<file path="src/rtl/ssd1306_init_seq.sv">
// SSD1306 power-up init sequencer feeding an I2C byte writer.
// Define SSD1306_INIT_CLEAR_EN to also clear display RAM after init.
module ssd1306_init_seq #(
    parameter int CLK_HZ    = 50_000_000,
    parameter int PWRUP_MS  = 100,
    parameter int MAX_RETRY = 3
) (
    input  logic       clk,
    input  logic       rst,
    input  logic       start,
    output logic       m_valid,
    input  logic       m_ready,
    output logic [7:0] m_data,
    output logic       m_last,
    input  logic       tx_done,
    input  logic       tx_nack,
    output logic       busy,
    output logic       init_done,
    output logic       init_err
);

    localparam int PWRUP_CYC = (CLK_HZ / 1000) * PWRUP_MS;
    localparam int WW = (PWRUP_CYC > 0) ? $clog2(PWRUP_CYC + 1) : 1;
    localparam int RW = (MAX_RETRY > 0) ? $clog2(MAX_RETRY + 1) : 1;
`ifdef SSD1306_INIT_CLEAR_EN
    localparam int IW = 11;
`else
    localparam int IW = 5;
`endif

    typedef logic [IW-1:0] idx_t;
    typedef enum logic [2:0] {IDLE, PWRUP, SEND, WAIT_DONE, DONE, ERR} state_t;

    localparam logic [WW-1:0] WAIT_LAST =
        (PWRUP_CYC > 0) ? WW'(PWRUP_CYC - 1) : '0;
    localparam logic [WW-1:0] WAIT_ONE = WW'(1);
    localparam logic [RW-1:0] RETRY_LAST =
        (MAX_RETRY > 0) ? RW'(MAX_RETRY - 1) : '0;
    localparam logic [RW-1:0] RETRY_ONE = RW'(1);
    localparam idx_t ONE    = idx_t'(1);
    localparam idx_t A_LAST = idx_t'(25);

    localparam logic [7:0] A_TBL [26] = '{
        8'h00, 8'hAE, 8'hD5, 8'h80, 8'hA8, 8'h3F, 8'hD3, 8'h00,
        8'h40, 8'h8D, 8'h14, 8'h20, 8'h00, 8'hA1, 8'hC8, 8'hDA,
        8'h12, 8'h81, 8'hCF, 8'hD9, 8'hF1, 8'hDB, 8'h40, 8'hA4,
        8'hA6, 8'hAF
    };

    function automatic logic [7:0] a_byte(input idx_t i);
        return (i <= A_LAST) ? A_TBL[i[4:0]] : 8'h00;
    endfunction

`ifdef SSD1306_INIT_CLEAR_EN
    localparam idx_t B_LAST = idx_t'(6);
    localparam idx_t C_LAST = idx_t'(1024);
    localparam logic [7:0] B_TBL [7] = '{
        8'h00, 8'h21, 8'h00, 8'h7F, 8'h22, 8'h00, 8'h07
    };

    logic [1:0] txn;

    function automatic logic [7:0] byte_at(input logic [1:0] t, input idx_t i);
        case (t)
            2'd0:    return a_byte(i);
            2'd1:    return (i <= B_LAST) ? B_TBL[i[2:0]] : 8'h00;
            default: return (i == '0) ? 8'h40 : 8'h00;
        endcase
    endfunction

    function automatic idx_t last_at(input logic [1:0] t);
        case (t)
            2'd0:    return A_LAST;
            2'd1:    return B_LAST;
            default: return C_LAST;
        endcase
    endfunction
`endif

    state_t          state;
    logic [WW-1:0]   wait_cnt;
    logic [RW-1:0]   retry;
    idx_t            idx;

    always_ff @(posedge clk) begin
        if (rst) begin
            state     <= IDLE;
            wait_cnt  <= '0;
            retry     <= '0;
            idx       <= '0;
            m_valid   <= 1'b0;
            m_data    <= 8'h00;
            m_last    <= 1'b0;
            busy      <= 1'b0;
            init_done <= 1'b0;
            init_err  <= 1'b0;
`ifdef SSD1306_INIT_CLEAR_EN
            txn       <= 2'd0;
`endif
        end else begin
            case (state)
                PWRUP: begin
                    if (wait_cnt >= WAIT_LAST) begin
                        state   <= SEND;
                        idx     <= '0;
                        m_valid <= 1'b1;
                        m_data  <= A_TBL[0];
                        m_last  <= 1'b0;
`ifdef SSD1306_INIT_CLEAR_EN
                        txn     <= 2'd0;
`endif
                    end else begin
                        wait_cnt <= wait_cnt + WAIT_ONE;
                    end
                end
                SEND: begin
                    if (m_ready) begin
                        if (m_last) begin
                            state   <= WAIT_DONE;
                            m_valid <= 1'b0;
                            m_last  <= 1'b0;
                            m_data  <= 8'h00;
                        end else begin
                            idx    <= idx + ONE;
`ifdef SSD1306_INIT_CLEAR_EN
                            m_data <= byte_at(txn, idx + ONE);
                            m_last <= (idx + ONE) == last_at(txn);
`else
                            m_data <= a_byte(idx + ONE);
                            m_last <= (idx + ONE) == A_LAST;
`endif
                        end
                    end
                end
                WAIT_DONE: begin
                    if (tx_done && !tx_nack) begin
`ifdef SSD1306_INIT_CLEAR_EN
                        if (txn != 2'd2) begin
                            state   <= SEND;
                            txn     <= txn + 2'd1;
                            idx     <= '0;
                            m_valid <= 1'b1;
                            m_data  <= (txn == 2'd0) ? B_TBL[0] : 8'h40;
                            m_last  <= 1'b0;
                        end else begin
                            state     <= DONE;
                            busy      <= 1'b0;
                            init_done <= 1'b1;
                        end
`else
                        state     <= DONE;
                        busy      <= 1'b0;
                        init_done <= 1'b1;
`endif
                    end else if (tx_done) begin
                        retry <= retry + RETRY_ONE;
                        if (retry >= RETRY_LAST) begin
                            state    <= ERR;
                            busy     <= 1'b0;
                            init_err <= 1'b1;
                        end else begin
                            // Any NACK restarts from the first init byte.
                            state   <= SEND;
                            idx     <= '0;
                            m_valid <= 1'b1;
                            m_data  <= A_TBL[0];
                            m_last  <= 1'b0;
`ifdef SSD1306_INIT_CLEAR_EN
                            txn     <= 2'd0;
`endif
                        end
                    end
                end
                default: begin
                    if (start) begin
                        state     <= PWRUP;
                        wait_cnt  <= '0;
                        retry     <= '0;
                        busy      <= 1'b1;
                        init_done <= 1'b0;
                        init_err  <= 1'b0;
                    end
                end
            endcase
        end
    end

endmodule
</file>
<file path="config.mk">
export PLATFORM = sky130hd
export DESIGN_NAME = ssd1306_init_seq
export DESIGN_NICKNAME = d
export VERILOG_FILES = /design/src/rtl/ssd1306_init_seq.sv
export SDC_FILE = /design/constraint.sdc
export NUM_CORES = 1
export LEC_CHECK = 0
export CELL_PAD_IN_SITES_DETAIL_PLACEMENT = 1
export CELL_PAD_IN_SITES_GLOBAL_PLACEMENT = 2
export CORE_MARGIN = 2
export CORE_UTILIZATION = 38
export DETAILED_ROUTE_END_ITERATION = 6
export PLACE_DENSITY_LB_ADDON = 0.15
export SETUP_SLACK_MARGIN = 0.5
export SYNTH_ARGS = -nofsm -noshare
export SYNTH_HDL_FRONTEND = slang
export SYNTH_SLANG_ARGS = --single-unit
</file>
<file path="constraint.sdc">
create_clock -name clk -period 2.9 [get_ports clk]
set_input_delay 0.435 -clock clk [delete_from_list [all_inputs] [get_ports clk]]
set_output_delay 0.435 -clock clk [all_outputs]
set_load 0.02 [all_outputs]
</file>
---- Word-level counts from Yosys, hierarchy flattened ----
Memories as Yosys holds them, arrays and structs flattened.
Index checks and enable logic that the tools add are counted.
storage, ports and cells
  register bits after elaboration ......... 46
  memories kept ........................... 1
  logic and storage cells ................. 112
  input port bits ......................... 6
  memory bits (read-only) ................. 256
  output and inout bits ................... 13
operators by class
  mux-type cells .......................... 58
  magnitude comparators ................... 4
  bitwise logic cells ..................... 3
  add/sub/neg operators ................... 3
  equality and inequality tests ........... 16
  reductions and logical operators ........ 17
memory list
  name              words  bits a word  read ports  clocked after Yosys merged registers in  wr ports  line  source
  (name not given)  32     8            1           0                                        0         51    return (i <= A_LAST) ? A_TBL[i[4:0]] : 8'h00;
operators by type and width
  cell                                                                    count
  8-bit 2-to-1 mux                                                        9
  23-bit 2-to-1 mux                                                       2
  23-bit one-hot mux with 2 select lines                                  1
  5-bit 2-to-1 mux                                                        6
  8-bit one-hot mux with 3 select lines                                   1
  23-bit by 1-bit adder with 23-bit output (second input constant)        1
  23-bit >= comparator (second input constant)                            1
  1-bit 2-to-1 mux                                                        21
  3-bit 2-to-1 mux                                                        7
  2-bit inequality test (second input constant)                           10
  5-bit one-hot mux with 3 select lines                                   1
  7-bit AND reduction                                                     2
  5-bit AND reduction                                                     2
  3-bit one-hot mux with 3 select lines                                   1
  4-bit AND reduction                                                     2
  3-bit by 2-bit equality test with 1-bit output (second input constant)  2
  6-bit >= comparator (second input constant)                             1
  2-bit 2-to-1 mux                                                        3
  3-bit inequality test (second input constant)                           2
  5-bit NOT with 6-bit output                                             1
  1-bit one-hot mux with 2 select lines                                   3
  1-bit one-hot mux with 3 select lines                                   2
  3-bit AND reduction                                                     2
  6-bit AND reduction                                                     1
  other kinds (14)                                                        17

---- Logic depth before layout (Yosys ltp) ----
Gate-level depths: netlist of the first run.
  depth in word-level cells ............... 9
  depth in mapped cells ................... 9
  depth with buffers taken out ............ 8

---- Least setup slack after synthesis of the first run ----
No wires, ideal clock.
  kind .................................... reg2reg
  start point ............................. reg idx[0]
  end point ............................... reg m_data[1]
  stages on the path, launching flop included .. 10
  arrival time ............................ 1.869 ns
  clock period less this slack ............ 1.986 ns
  path slack .............................. 0.914 ns
  library setup time ...................... 0.117 ns
  data required time ...................... 2.783 ns
  buffers on the path ..................... 2
  cells stage by stage .................... dfxtp_1 -> buf_2 -> inv_1 -> ha_1 -> clkbuf_1 -> inv_1 -> a21oi_1 -> o21bai_1 -> and2_1 -> a32o_1
on the way
  word-level cells in the longest chain between the ends .. 9
  elaborated cells between the ends (all ways) .. 10
  classes of those cells .................. add/sub: 1; order compare: 1; mux: 6; bitwise: 1; memory: 1
RTL lines
  what                                                 line  source
  start, declared                                      83    idx_t idx;
  start signal, assigned                               124   idx <= idx + ONE;
  5-bit by 1-bit adder with 5-bit output *             129   m_data <= a_byte(idx + ONE);
  5-bit NOT with 6-bit output (implied by the code)    51
  memory 32 x 8 bit                                    n/a
  8-bit 2-to-1 mux (implied by the code) (2 in a row)  51
  8-bit 2-to-1 mux *                                   51
  8-bit 2-to-1 mux *                                   118   if (m_last) begin
  8-bit 2-to-1 mux *                                   117   if (m_ready) begin
  8-bit one-hot mux with 3 select lines *              101   case (state)
  end signal, assigned                                 107   m_data <= A_TBL[0];
  end signal, assigned                                 129
  end signal, assigned                                 166   m_data <= A_TBL[0];
  end, declared                                        13    output logic [7:0] m_data,
Mark *: on every way between the ends. The rest lies on a longest branch, timed or not. The select of a mux whose other input is x is not followed.
A chain may end at the register's enable or synchronous reset.

---- Worst setup path in the final report of the first run ----
  start point ............................. reg idx[1]
  end point ............................... reg m_data[6]
Same word-level chain as after synthesis.

==> summary.md, run 1 <==
| Metric | Value |
|---|---|
| Status | finished, final reports clean |
| Cell taking the most area after synthesis | dfxtp_1 |
| NumNets Final | 425 |
| Layout Skew | 0.00598 ns |
| Final wirelength | between 8000 and 9000 µm |
| Post-synthesis xor/xnor area fraction | 0.0207 |
| Skew-Pair Late Insertion Delay | 0.30 ns |
| Final Hold Slack | 0.458 ns |
| Largest net degree at the start of global routing | 20 |
| Die Width | 92.3 µm |
| Dpl ws | between 0.4 and 0.5 ns |
| Dpl cells | roughly 500 |
| Share of cells above drive strength 1 | 0.107 |
| CP required | 3.13 ns |
| Peak VDD IR | 224 µV |
| Final min period | 2.22 ns |
| Sequential share of the synthesized area | 0.311 |
| Pwr dens | 613 mW/mm² |
| RSZ-0062 raised after global routing | no |
| Io pins | 19 |
| Die Ht | 92.3 µm |
| DIE AREA | roughly 0.0085 mm² |
| Clock Tree Root | clkbuf_8 |
| DR pass1 iterations | 4 |
| I/O Buffers | 18 |
| Fin. Hold Viols | 0 |
| Critical hold path startpoint | m_data[0] |
| GRT overflow | 0 |
| Post-synth EDFFs | 0 |
| Synth Area in Compound Gates | 0.285 |
| All-Layer GR Usage | 0.212 |
| Core area | 0.00765 mm² |
| # clock sinks | 46 |
| Storage element area | 921 µm² |
| Synth Area in Simple Gates | 0.264 |
| Filler cells | 950 |
| HP Class | flip-flop to flip-flop |
| FF-to-FF Start | idx[1] |
| CP Data Arrival Time | roughly 2.5 ns |
| Initial antenna violation count | 0 |
| Yosys warns | 0 |
| First-pass GRT wire length | ~15,000 µm |
| Max Freq | about 450 MHz |
| Post-synth ARST share | 0 |
| Longest Clk Path Bufs | 2 |
| Syn_nets | slightly below 400 |
| Finished Layout Cells | just over 500 |
| CTS tree | built |
| Critical Setup Path Class | flip-flop to flip-flop |
| Max-slew violations | 0 |
| Setup crit start | idx[1] |
| Largest family of logic cells by synthesized area | compound AO/OA/AOI/OAI gates |
| Top cell type's share of synthesized area | 0.311 |
| Crit-path cells | ha_1, nand3_1, xnor2_1, buf_4, a211o_1, a21oi_1, o21ai_1, o22ai_1 |
| Main area contributors after synthesis | dfxtp_1, nand2_1, nor2_1 |
| Inserted Clock Buffers | 5 |
| Post-route setup TNS | 0 ns |
| Vias in the first global route | 2,826 |
| # rows | 32 |
| Vias/cell | 5.67 |
| Critical Path Max Stage Delay | 0.53 ns |
| Leak pwr | 1.18 nW |
| Ant. Diodes | 0 |
| DRC | 0 |
| 1st-iter DRT viols | a little over 100 |
| Count of final setup violators | 0 |
| Library cells used by synthesis | 67 |
| CP max-delay cell | dfxtp_1 |
| Area growth, synth to finish | 16.0% |
| Multiplexer area fraction after synthesis | 0.0321 |
| Initial Util | 0.388 |
| Critical path launch point type | flip-flop |
| Mean Syn Cell Area | 7.76 µm² |
| Adder-cell share of the synthesized area | 0.0422 |
| Mapped Area | 0.00296 mm² |
| GPL Wtd Cong | around 0.80 |
| H-tree Lvls | 2 |
| Multi-input logic area | 0.00192 mm² |
| Most used DFF post-synth | dfxtp_1 |
| Reg clk slew, reported paths | 0.09 ns |
| CP endpoint kind | flip-flop |
| Cell count after synthesis | ~380 |
| Hpwl dp | 6450 µm |
| Max FO, Critical Path | 15 |
| Max Cap Violations | 0 |
| Seq cells post-synth | 46 |
| Vias | between 2,000 and 3,000 |
| Slew at the pin closest to its max-slew limit | ~0.56 ns |
| Post-route ant nets | 0 |
| Final WS setup | around 0.68 ns |
| Slew Limit Headroom | 0.622 |
| WL per Instance | about 17 µm |
| Fin crit share | 0.766 |
## flip-flops by register name (all words and copies together) (netlist names)
register and cells:
busy 1, idx 5, init_done 1, init_err 1, m_data 8, m_last 1
m_valid 1, retry 2, state 3, wait_cnt 23
## cell usage after synthesis (all sizes together), types with 3 or more instances
cell,count
buf,12
a21oi,29
o21ai,37
mux2,4
xnor2,5
a22o,3
nor2,39
nand2,38
dfxtp,46
o221ai,3
o2111ai,3
and3,7
clkbuf,7
nor2b,3
a311oi,3
o31ai,14
nand2b,8
and2,5
nand3b,3
mux2i,5
inv,10
nand4,6
ha,10
a31oi,7
nor3b,6
a32o,3
nand3,21
and4,4
nor3,6
## critical path, delay by kind of cell (launching register included)
kind                       cells  cell delay, ns
AOI/OAI and AO/OA              4            0.73
buffers and inverters          1            0.19
xor gates and xnor gates       1            0.16
DFF                            1            0.53
adders and majority gates      1            0.37
and+or+nand+nor                1            0.16
## final cells by class
cell class / count / share of cell area
tap: 102 / 0.0371
multi-input combinational: 306 / 0.558
inverter: 11 / 0.0120
timing repair buffer: 39 / 0.0983
sequential: 46 / 0.268
clock buffer: 7 / 0.0251
clock inverter: 1 / 0.00146
## layout by cell type (no fill, tap or decap), types with 12 or more instances in the layout
cell type / n
dfxtp_1: 46
nand2_1: 38
nor2_1: 38
a21oi_1: 25
o21ai_0: 24
nand3_1: 21
buf_4: 21
clkdlybuf4s50_1: 18
o31ai_1: 14
o21ai_1: 12
## cells by family (layout without fill, tap and decap cells)
logic type | after synthesis | after routing
AND/OR/NAND/NOR | 155 | 155
AO/OA/AOI/OAI | 125 | 125
flip-flops | 46 | 46
buffers and inverters | 30 | 58
adder cells (fa/ha/maj) | 10 | 10
multiplexers | 9 | 9
XOR/XNOR | 7 | 7
## what timing repair did
| item | 4_1_cts | 5_1_grt |
|---|---|---|
| setup endpoints to repair | 1 | 26 |
| pin swaps | 1 | 1 |
| setup buffers | 0 | 6 |
| resized for setup | 0 | 2 |
| hold buffers | 0 | 0 |
## per-stage QoR
stage | total power, W | cell area (µm²) | utilization
after floorplan | 0.00136 | 2960 | -
after global placement | 0.00159 | 3290 | 0.430
after detailed placement | 0.00161 | 3290 | 0.430
after CTS | 0.00203 | 3380 | 0.442
after global routing | 0.00226 | 3440 | 0.449
final | 0.00211 | 3440 | 0.449
## worst paths after layout
path                            slack (ns)        end  cells past startpoint
worst max-delay path                  0.68  m_data[6]                      8
worst min register to register        0.46  m_data[0]                      2
worst min-delay path                  0.46  m_data[0]                      2
worst max register to register        0.68  m_data[6]                      8
## layer usage
metal	vias to the layer above	track usage	share of wire
li1	1470	-	-
met4	0	0.0547	0.013
met5	-	0	0
met2	27	0.344	0.47
met3	8	0.0317	0.020
met1	1398	0.295	0.50
## report_power, final
part           total, W  switching (W)  internal (W)
combinational  0.000929       0.000539      0.000390
sequential     0.000755      0.0000708      0.000684
clock          0.000422       0.000229      0.000193
Power figures use the tool's default switching activity.
==> run 2, diff against run 1 <==
CORE_UTILIZATION = 35   (was 38)
clock period = 2.1 ns   (was 2.9 ns; I/O delays follow)
==> summary.md, run 2 (synthesis gave the netlist of run 1 again) <==
| Metric | Value |
|---|---|
| Most flops, register | wait_cnt (unchanged) |
| CTS tree | built (unchanged) |
| Final wirelength | 10,100 µm (was 8750 µm) |
| Final min period | 1.97 ns (was 2.22 ns) |
| Initial antenna violation count | 0 (unchanged) |
| Dpl cells | 526 (was 498) |
| Hold worst-path end | m_data[0] (unchanged) |
| First-pass GRT wire length | 16,100 µm (was 14,500 µm) |
| Die Width | 96.0 µm (was 92.3 µm) |
| Hold-fix buffers, CTS | 0 (unchanged) |
| HP Class | flip-flop to flip-flop (unchanged) |
| Final Hold Slack | 0.452 ns (was 0.458 ns) |
| 1st-iter DRT viols | 84 (was 102) |
| Peak VDD IR | 350 µV (was 224 µV) |
| Largest net degree at the start of global routing | 20 (unchanged) |
| Hpwl dp | 7200 µm (was 6450 µm) |
| Count of final setup violators | 0 (unchanged) |
| Leak pwr | 1.67 nW (was 1.18 nW) |
| Slew at the pin closest to its max-slew limit | 0.441 ns (was 0.562 ns) |
| DRC | 0 (unchanged) |
| Area growth, synth to finish | 40.3% (was 16.0%) |
| WL per Instance | 18.3 µm (was 17.1 µm) |
| Multi-input logic area | 0.00221 mm² (was 0.00192 mm²) |
| Critical Setup Path Class | flip-flop to flip-flop (unchanged) |
| All-Layer GR Usage | 0.223 (was 0.212) |
| CP max-delay cell | dfxtp_2 (was dfxtp_1) |
| R2R depth | 8 (unchanged) |
| Critical Path Max Stage Delay | 0.35 ns (was 0.53 ns) |
| Commonest non-fill, non-tap cell in the layout | buf_4 (was dfxtp_1) |
| Dpl ws | -0.0498 ns (was 0.488 ns) |
| Post-route ant nets | 0 (unchanged) |
| CP endpoint kind | flip-flop (unchanged) |
| Layout Skew | 0.0143 ns (was 0.00598 ns) |
| Reg-to-reg slack, setup | 0.13 ns (was 0.68 ns) |
| GPL Wtd Cong | 0.815 (was 0.801) |
| Pwr dens | 852 mW/mm² (was 613 mW/mm²) |
| Storage element area | 942 µm² (was 921 µm²) |
| Reg clk slew, reported paths | 0.10 ns (was 0.09 ns) |
| Io pins | 19 (unchanged) |
| GRT overflow | 0 (unchanged) |
| Core area | 0.00822 mm² (was 0.00765 mm²) |
| Power consumption | 0.00354 W (was 0.00211 W) |
| Vias in the first global route | 3,149 (was 2,826) |
| Finished Layout Cells | 554 (was 512) |
| Max Freq | 508 MHz (was 450 MHz) |
| Cell family with most CP delay | simple AND/OR/NAND/NOR gates (was compound AO/OA/AOI/OAI gates) |
| Clock Tree Root | clkbuf_8 (unchanged) |
| Capturing point of the worst reg2reg path | state[1] (was m_data[6]) |
| Crit-path cells | nor3_4, buf_4, and4b_1, o2111ai_4, buf_6, a21oi_4, mux2_4, nor2_1 (was ha_1, nand3_1, xnor2_1, buf_4, a211o_1, a21oi_1, o21ai_1, o22ai_1) |
| CP Buf/Inv Count | 2 (was 1) |
| Max-slew violations | 0 (unchanged) |
| Utilization after layout | 0.506 (was 0.449) |
| Slew Limit Headroom | 0.703 (was 0.622) |
| Max reg flops | 23 (unchanged) |
| Max Cap Violations | 0 (unchanged) |
| Initial Util | 0.361 (was 0.388) |
| Vias | 3,118 (was 2,903) |
| Vias/cell | 5.63 (was 5.67) |
| CP required | 2.35 ns (was 3.13 ns) |
| Ant. Diodes | 0 (unchanged) |
| Skew-Pair Late Insertion Delay | 0.30 ns (about the same) |
| CP Data Arrival Time | 2.21 ns (was 2.45 ns) |
| Longest Clk Path Bufs | 2 (unchanged) |
| Share of cells above drive strength 1 | 0.292 (was 0.107) |
| Fin crit share | 0.937 (was 0.766) |
| Die Ht | 96.0 µm (was 92.3 µm) |
| Critical path launch point type | flip-flop (unchanged) |
| RSZ-0062 raised after global routing | yes (was no) |
| Worst path depth | 8 (unchanged) |
| # rows | 33 (was 32) |
| Status | finished, final reports clean (unchanged) |
| Max FO, Critical Path | 3 (was 15) |
| # clock sinks | 46 (unchanged) |
| NumNets Final | 464 (was 425) |
| FF-to-FF Start | wait_cnt[15] (was idx[1]) |
| Critical hold path startpoint | m_data[0] (unchanged) |
| Inserted Clock Buffers | 5 (unchanged) |
| I/O Buffers | 18 (unchanged) |
| Hold path depth | 2 (unchanged) |
| Most frequent cells in the layout | buf_4, nand2_1, dfxtp_1, nor2_1 (was dfxtp_1, nand2_1, nor2_1, a21oi_1, o21ai_0) |
| H-tree Lvls | 2 (unchanged) |
| Top flop regs | wait_cnt x23, m_data x8, idx x5 (unchanged) |
| Filler cells | 999 (was 950) |
| Fin. Hold Viols | 0 (unchanged) |
| DR pass1 iterations | 4 (unchanged) |
| Final WS setup | 0.132 ns (was 0.678 ns) |
| DIE AREA | 0.00922 mm² (was 0.00852 mm²) |
==> run 2: area by class of cell <==
| cell class | instances | area share |
|---|---|---|
| flip-flops and latches | 46 | 0.227 |
| repair buffers | 77 | 0.172 |
| inverters | 11 | 0.00993 |
| multi-input cells | 307 | 0.533 |
| clock inverters | 3 | 0.0105 |
| well taps | 105 | 0.0316 |
| clock buffers | 5 | 0.0166 |
==> run 2: how the worst max path moves through the flow <==
stage,from,endpoint,slack (ns)
after CTS,wait_cnt[20],m_valid,0.14
after floorplan,wait_cnt[20],m_last,0.24
final,wait_cnt[15],state[1],0.13
after global routing,wait_cnt[15],m_valid,0.05
after detailed placement,tx_done,idx[0],-0.05
after global placement,tx_done,idx[0],-0.01
==> run 2: where the power goes <==
| part | leakage (nW) | switching (W) | internal, W |
|---|---|---|---|
| Combinational | 1.23 | 0.000948 | 0.000873 |
| Clock | 0.0585 | 0.000334 | 0.000357 |
| Sequential | 0.378 | 0.0000837 | 0.000948 |
==> run 2: worst min-delay path, stage by stage (launching register included) <==
cell,delay [ns]
dfxtp_1,0.32
nand2_1,0.05
o21ai_1,0.05
==> run 2: per-layer routing <==
metal | global-route usage | share of wire | vias up | wire [µm]
met3 | 0.0290 | 0.015 | 6 | 154
met4 | 0.0524 | 0.0075 | 0 | 76
met5 | 0 | 0 | - | 0
li1 | - | - | 1553 | -
met2 | 0.388 | 0.51 | 24 | 5190
met1 | 0.292 | 0.46 | 1535 | 4690
==> run 2: stage by stage <==
step           instance area [µm²]  setup TNS, ns
2_1_floorplan                 3050              0
3_3_place_gp                  3580       -0.00996
3_5_place_dp                  3580        -0.0684
4_1_cts                       3870              0
5_1_grt                       4160              0
6_report                      4160              0
==> run 2: what timing repair did <==
item	CTS	global route
pin swaps	8	14
buffers inserted	8	11
cloned	0	1
gates resized for setup	34	45
setup endpoints to repair	46	51
==> run 3, diff against run 2 <==
CORE_UTILIZATION = 38   (was 35)
DONT_BUFFER_PORTS = 1   (was unset)
HOLD_SLACK_MARGIN = 0.08   (was unset)
RECOVER_POWER = 50   (was unset)
==> summary.md, run 3 (synthesis gave the netlist of run 1 again) <==
| Metric | Value |
|---|---|
| Final wirelength | 10,300 µm (was 10,100 µm) |
| Fin. Hold Viols | 0 (unchanged) |
| DR pass1 iterations | 4 (unchanged) |
| Max-slew violations | 0 (unchanged) |
| Max Freq | 495 MHz (was 508 MHz) |
| Commonest non-fill, non-tap cell in the layout | buf_4 (unchanged) |
| Leak pwr | 1.44 nW (was 1.67 nW) |
| Max Cap Violations | 0 (unchanged) |
| Ant. Diodes | 0 (unchanged) |
| Critical path launch point type | flip-flop (unchanged) |
| Top flop regs | wait_cnt x23, m_data x8, idx x5 (unchanged) |
| Vias/cell | 5.85 (was 5.63) |
| Hpwl dp | 6970 µm (was 7200 µm) |
| Die Ht | 92.3 µm (was 96.0 µm) |
| FF-to-FF Start | wait_cnt[21] (was wait_cnt[15]) |
| Critical hold path startpoint | rst (was m_data[0]) |
| Most frequent cells in the layout | buf_4, nand2_1, nor2_1, dfxtp_1, a21oi_1 (was buf_4, nand2_1, dfxtp_1, nor2_1) |
| Final Instance Area | 0.00410 mm² (was 0.00416 mm²) |
| Layout Skew | 0.0130 ns (was 0.0143 ns) |
| Clock Tree Root | clkbuf_8 (unchanged) |
| Longest Clk Path Bufs | 2 (unchanged) |
| NumNets Final | 450 (was 464) |
| Share of cells above drive strength 1 | 0.349 (was 0.292) |
| 1st-iter DRT viols | 85 (was 84) |
| Die Width | 92.3 µm (was 96.0 µm) |
| HP Class | primary input to flip-flop (was flip-flop to flip-flop) |
| Capturing point of the worst reg2reg path | m_data[4] (was state[1]) |
| Slew at the pin closest to its max-slew limit | 0.545 ns (was 0.441 ns) |
| Final WS setup | 0.0808 ns (was 0.132 ns) |
| CTS tree | built (unchanged) |
| Count of final setup violators | 0 (unchanged) |
| Post-route ant nets | 0 (unchanged) |
| Skew-Pair Late Insertion Delay | 0.31 ns (was 0.30 ns) |
| Vias | 3,142 (was 3,118) |
| Final Hold Slack | 0.0570 ns (was 0.452 ns) |
| CP endpoint kind | flip-flop (unchanged) |
| Core area | 0.00765 mm² (was 0.00822 mm²) |
| I/O Buffers | 0 (was 18) |
| GPL Wtd Cong | 0.817 (was 0.815) |
| GRT overflow | 0 (unchanged) |
| Io pins | 19 (unchanged) |
| Inserted Clock Buffers | 5 (unchanged) |
| Max reg flops | 23 (unchanged) |
| Most flops, register | wait_cnt (unchanged) |
| DIE AREA | 0.00852 mm² (was 0.00922 mm²) |
| Initial Util | 0.388 (was 0.361) |
| RSZ-0062 raised after global routing | yes (unchanged) |
| Largest net degree at the start of global routing | 19 (was 20) |
| Initial antenna violation count | 0 (unchanged) |
| Final min period | 2.02 ns (was 1.97 ns) |
| Hold path depth | 1 (was 2) |
| DRC | 0 (unchanged) |
| CP Data Arrival Time | 2.23 ns (was 2.21 ns) |
| Filler cells | 914 (was 999) |
| Max FO, Critical Path | 6 (was 3) |
| Vias in the first global route | 3,062 (was 3,149) |
| H-tree Lvls | 2 (unchanged) |
| Reg clk slew, reported paths | 0.10 ns (about the same) |
| # rows | 32 (was 33) |
| R2R depth | 8 (unchanged) |
| CP required | 2.31 ns (was 2.35 ns) |
| Dpl ws | 0.0203 ns (was -0.0498 ns) |
| WL per Instance | 19.2 µm (was 18.3 µm) |
| Reg-to-reg slack, setup | 0.08 ns (was 0.13 ns) |
| Peak VDD IR | 350 µV (about the same) |
| Hold worst-path end | m_last (was m_data[0]) |
| Pwr dens | 906 mW/mm² (was 852 mW/mm²) |
| All-Layer GR Usage | 0.237 (was 0.223) |
| Fin crit share | 0.962 (was 0.937) |
| Area growth, synth to finish | 38.4% (was 40.3%) |
| Critical Setup Path Class | flip-flop to flip-flop (unchanged) |
| # clock sinks | 46 (unchanged) |
| First-pass GRT wire length | 15,800 µm (was 16,100 µm) |
| Slew Limit Headroom | 0.637 (was 0.703) |
| Status | finished, final reports clean (unchanged) |
| Placement-stage cell area | 0.00339 mm² (was 0.00358 mm²) |
| Power consumption | 0.00371 W (was 0.00354 W) |
run 3: cell count changes in the layout (fill, tap and decap cells not counted), sizes merged:
cell / delta
dlymetal6s2s: -9
clkbuf: +5
clkdlybuf4s50: -5
dlygate4sd2: -4
clkinvlp: +2
inv: -2
buf: +1
clkinv: -1
xnor2: -1
run 3: final cells by class:
class                   count  area [µm²]  area share
clock inverters             2        37.5     0.00915
well taps                 102         128      0.0311
repair buffers             64         582       0.142
clock buffers               6        72.6      0.0177
multi-input cells         306        2300       0.561
flip-flops and latches     46         936       0.228
inverters                  11        45.0      0.0110
run 3: how the worst max path moves through the flow:
stage / startpoint / endpoint / slack, ns / depth (start not counted)
floorplan: wait_cnt[20] / m_last / 0.24 / 7
global placement: idx[0] / m_data[0] / 0.09 / 7
detailed placement: wait_cnt[22] / state[1] / 0.02 / 7
CTS: wait_cnt[20] / state[0] / 0.07 / 9
global route: wait_cnt[21] / idx[0] / -0.02 / 7
finish: wait_cnt[21] / m_data[4] / 0.08 / 8
run 3: timing repair:
action	in CTS	in global routing
gates cloned	2	1
buffers inserted	13	6
resized for setup	36	61
pin swaps	8	15
setup endpoints to repair	42	42
hold endpoints to repair	9	9
run 3: worst max-delay path: stages (launching register included):
cell,delay [ns]
dfxtp_2,0.34
or3b_4,0.40
a311oi_2,0.24
buf_4,0.17
o21ai_4,0.07
a21oi_4,0.28
buf_6,0.16
nor2_4,0.04
a32o_2,0.22
run 3: report_power, final:
| group | internal [W] | total [W] | switching (W) | leakage, nW |
|---|---|---|---|---|
| Sequential | 0.000949 | 0.00107 | 0.000126 | 0.378 |
| Combinational | 0.000930 | 0.00194 | 0.00101 | 1.01 |
| Clock | 0.000356 | 0.000699 | 0.000343 | 0.0514 |
run 3: metrics by stage:
stage / cells / utilization / setup TNS [ns]
detailed placement: 507 / 0.443 / 0
floorplan: 382 / - / 0
global placement: 507 / 0.443 / 0
CTS: 530 / 0.498 / 0
finish: 537 / 0.536 / 0
global route: 537 / 0.536 / -0.0665
run 3: layer usage:
metal | vias to the layer above | routed length [µm] | track usage
met5 | - | 0 | 0
met4 | 0 | 122 | 0.0647
met3 | 9 | 310 | 0.0382
met2 | 39 | 5310 | 0.428
met1 | 1577 | 4570 | 0.290
li1 | 1517 | - | -
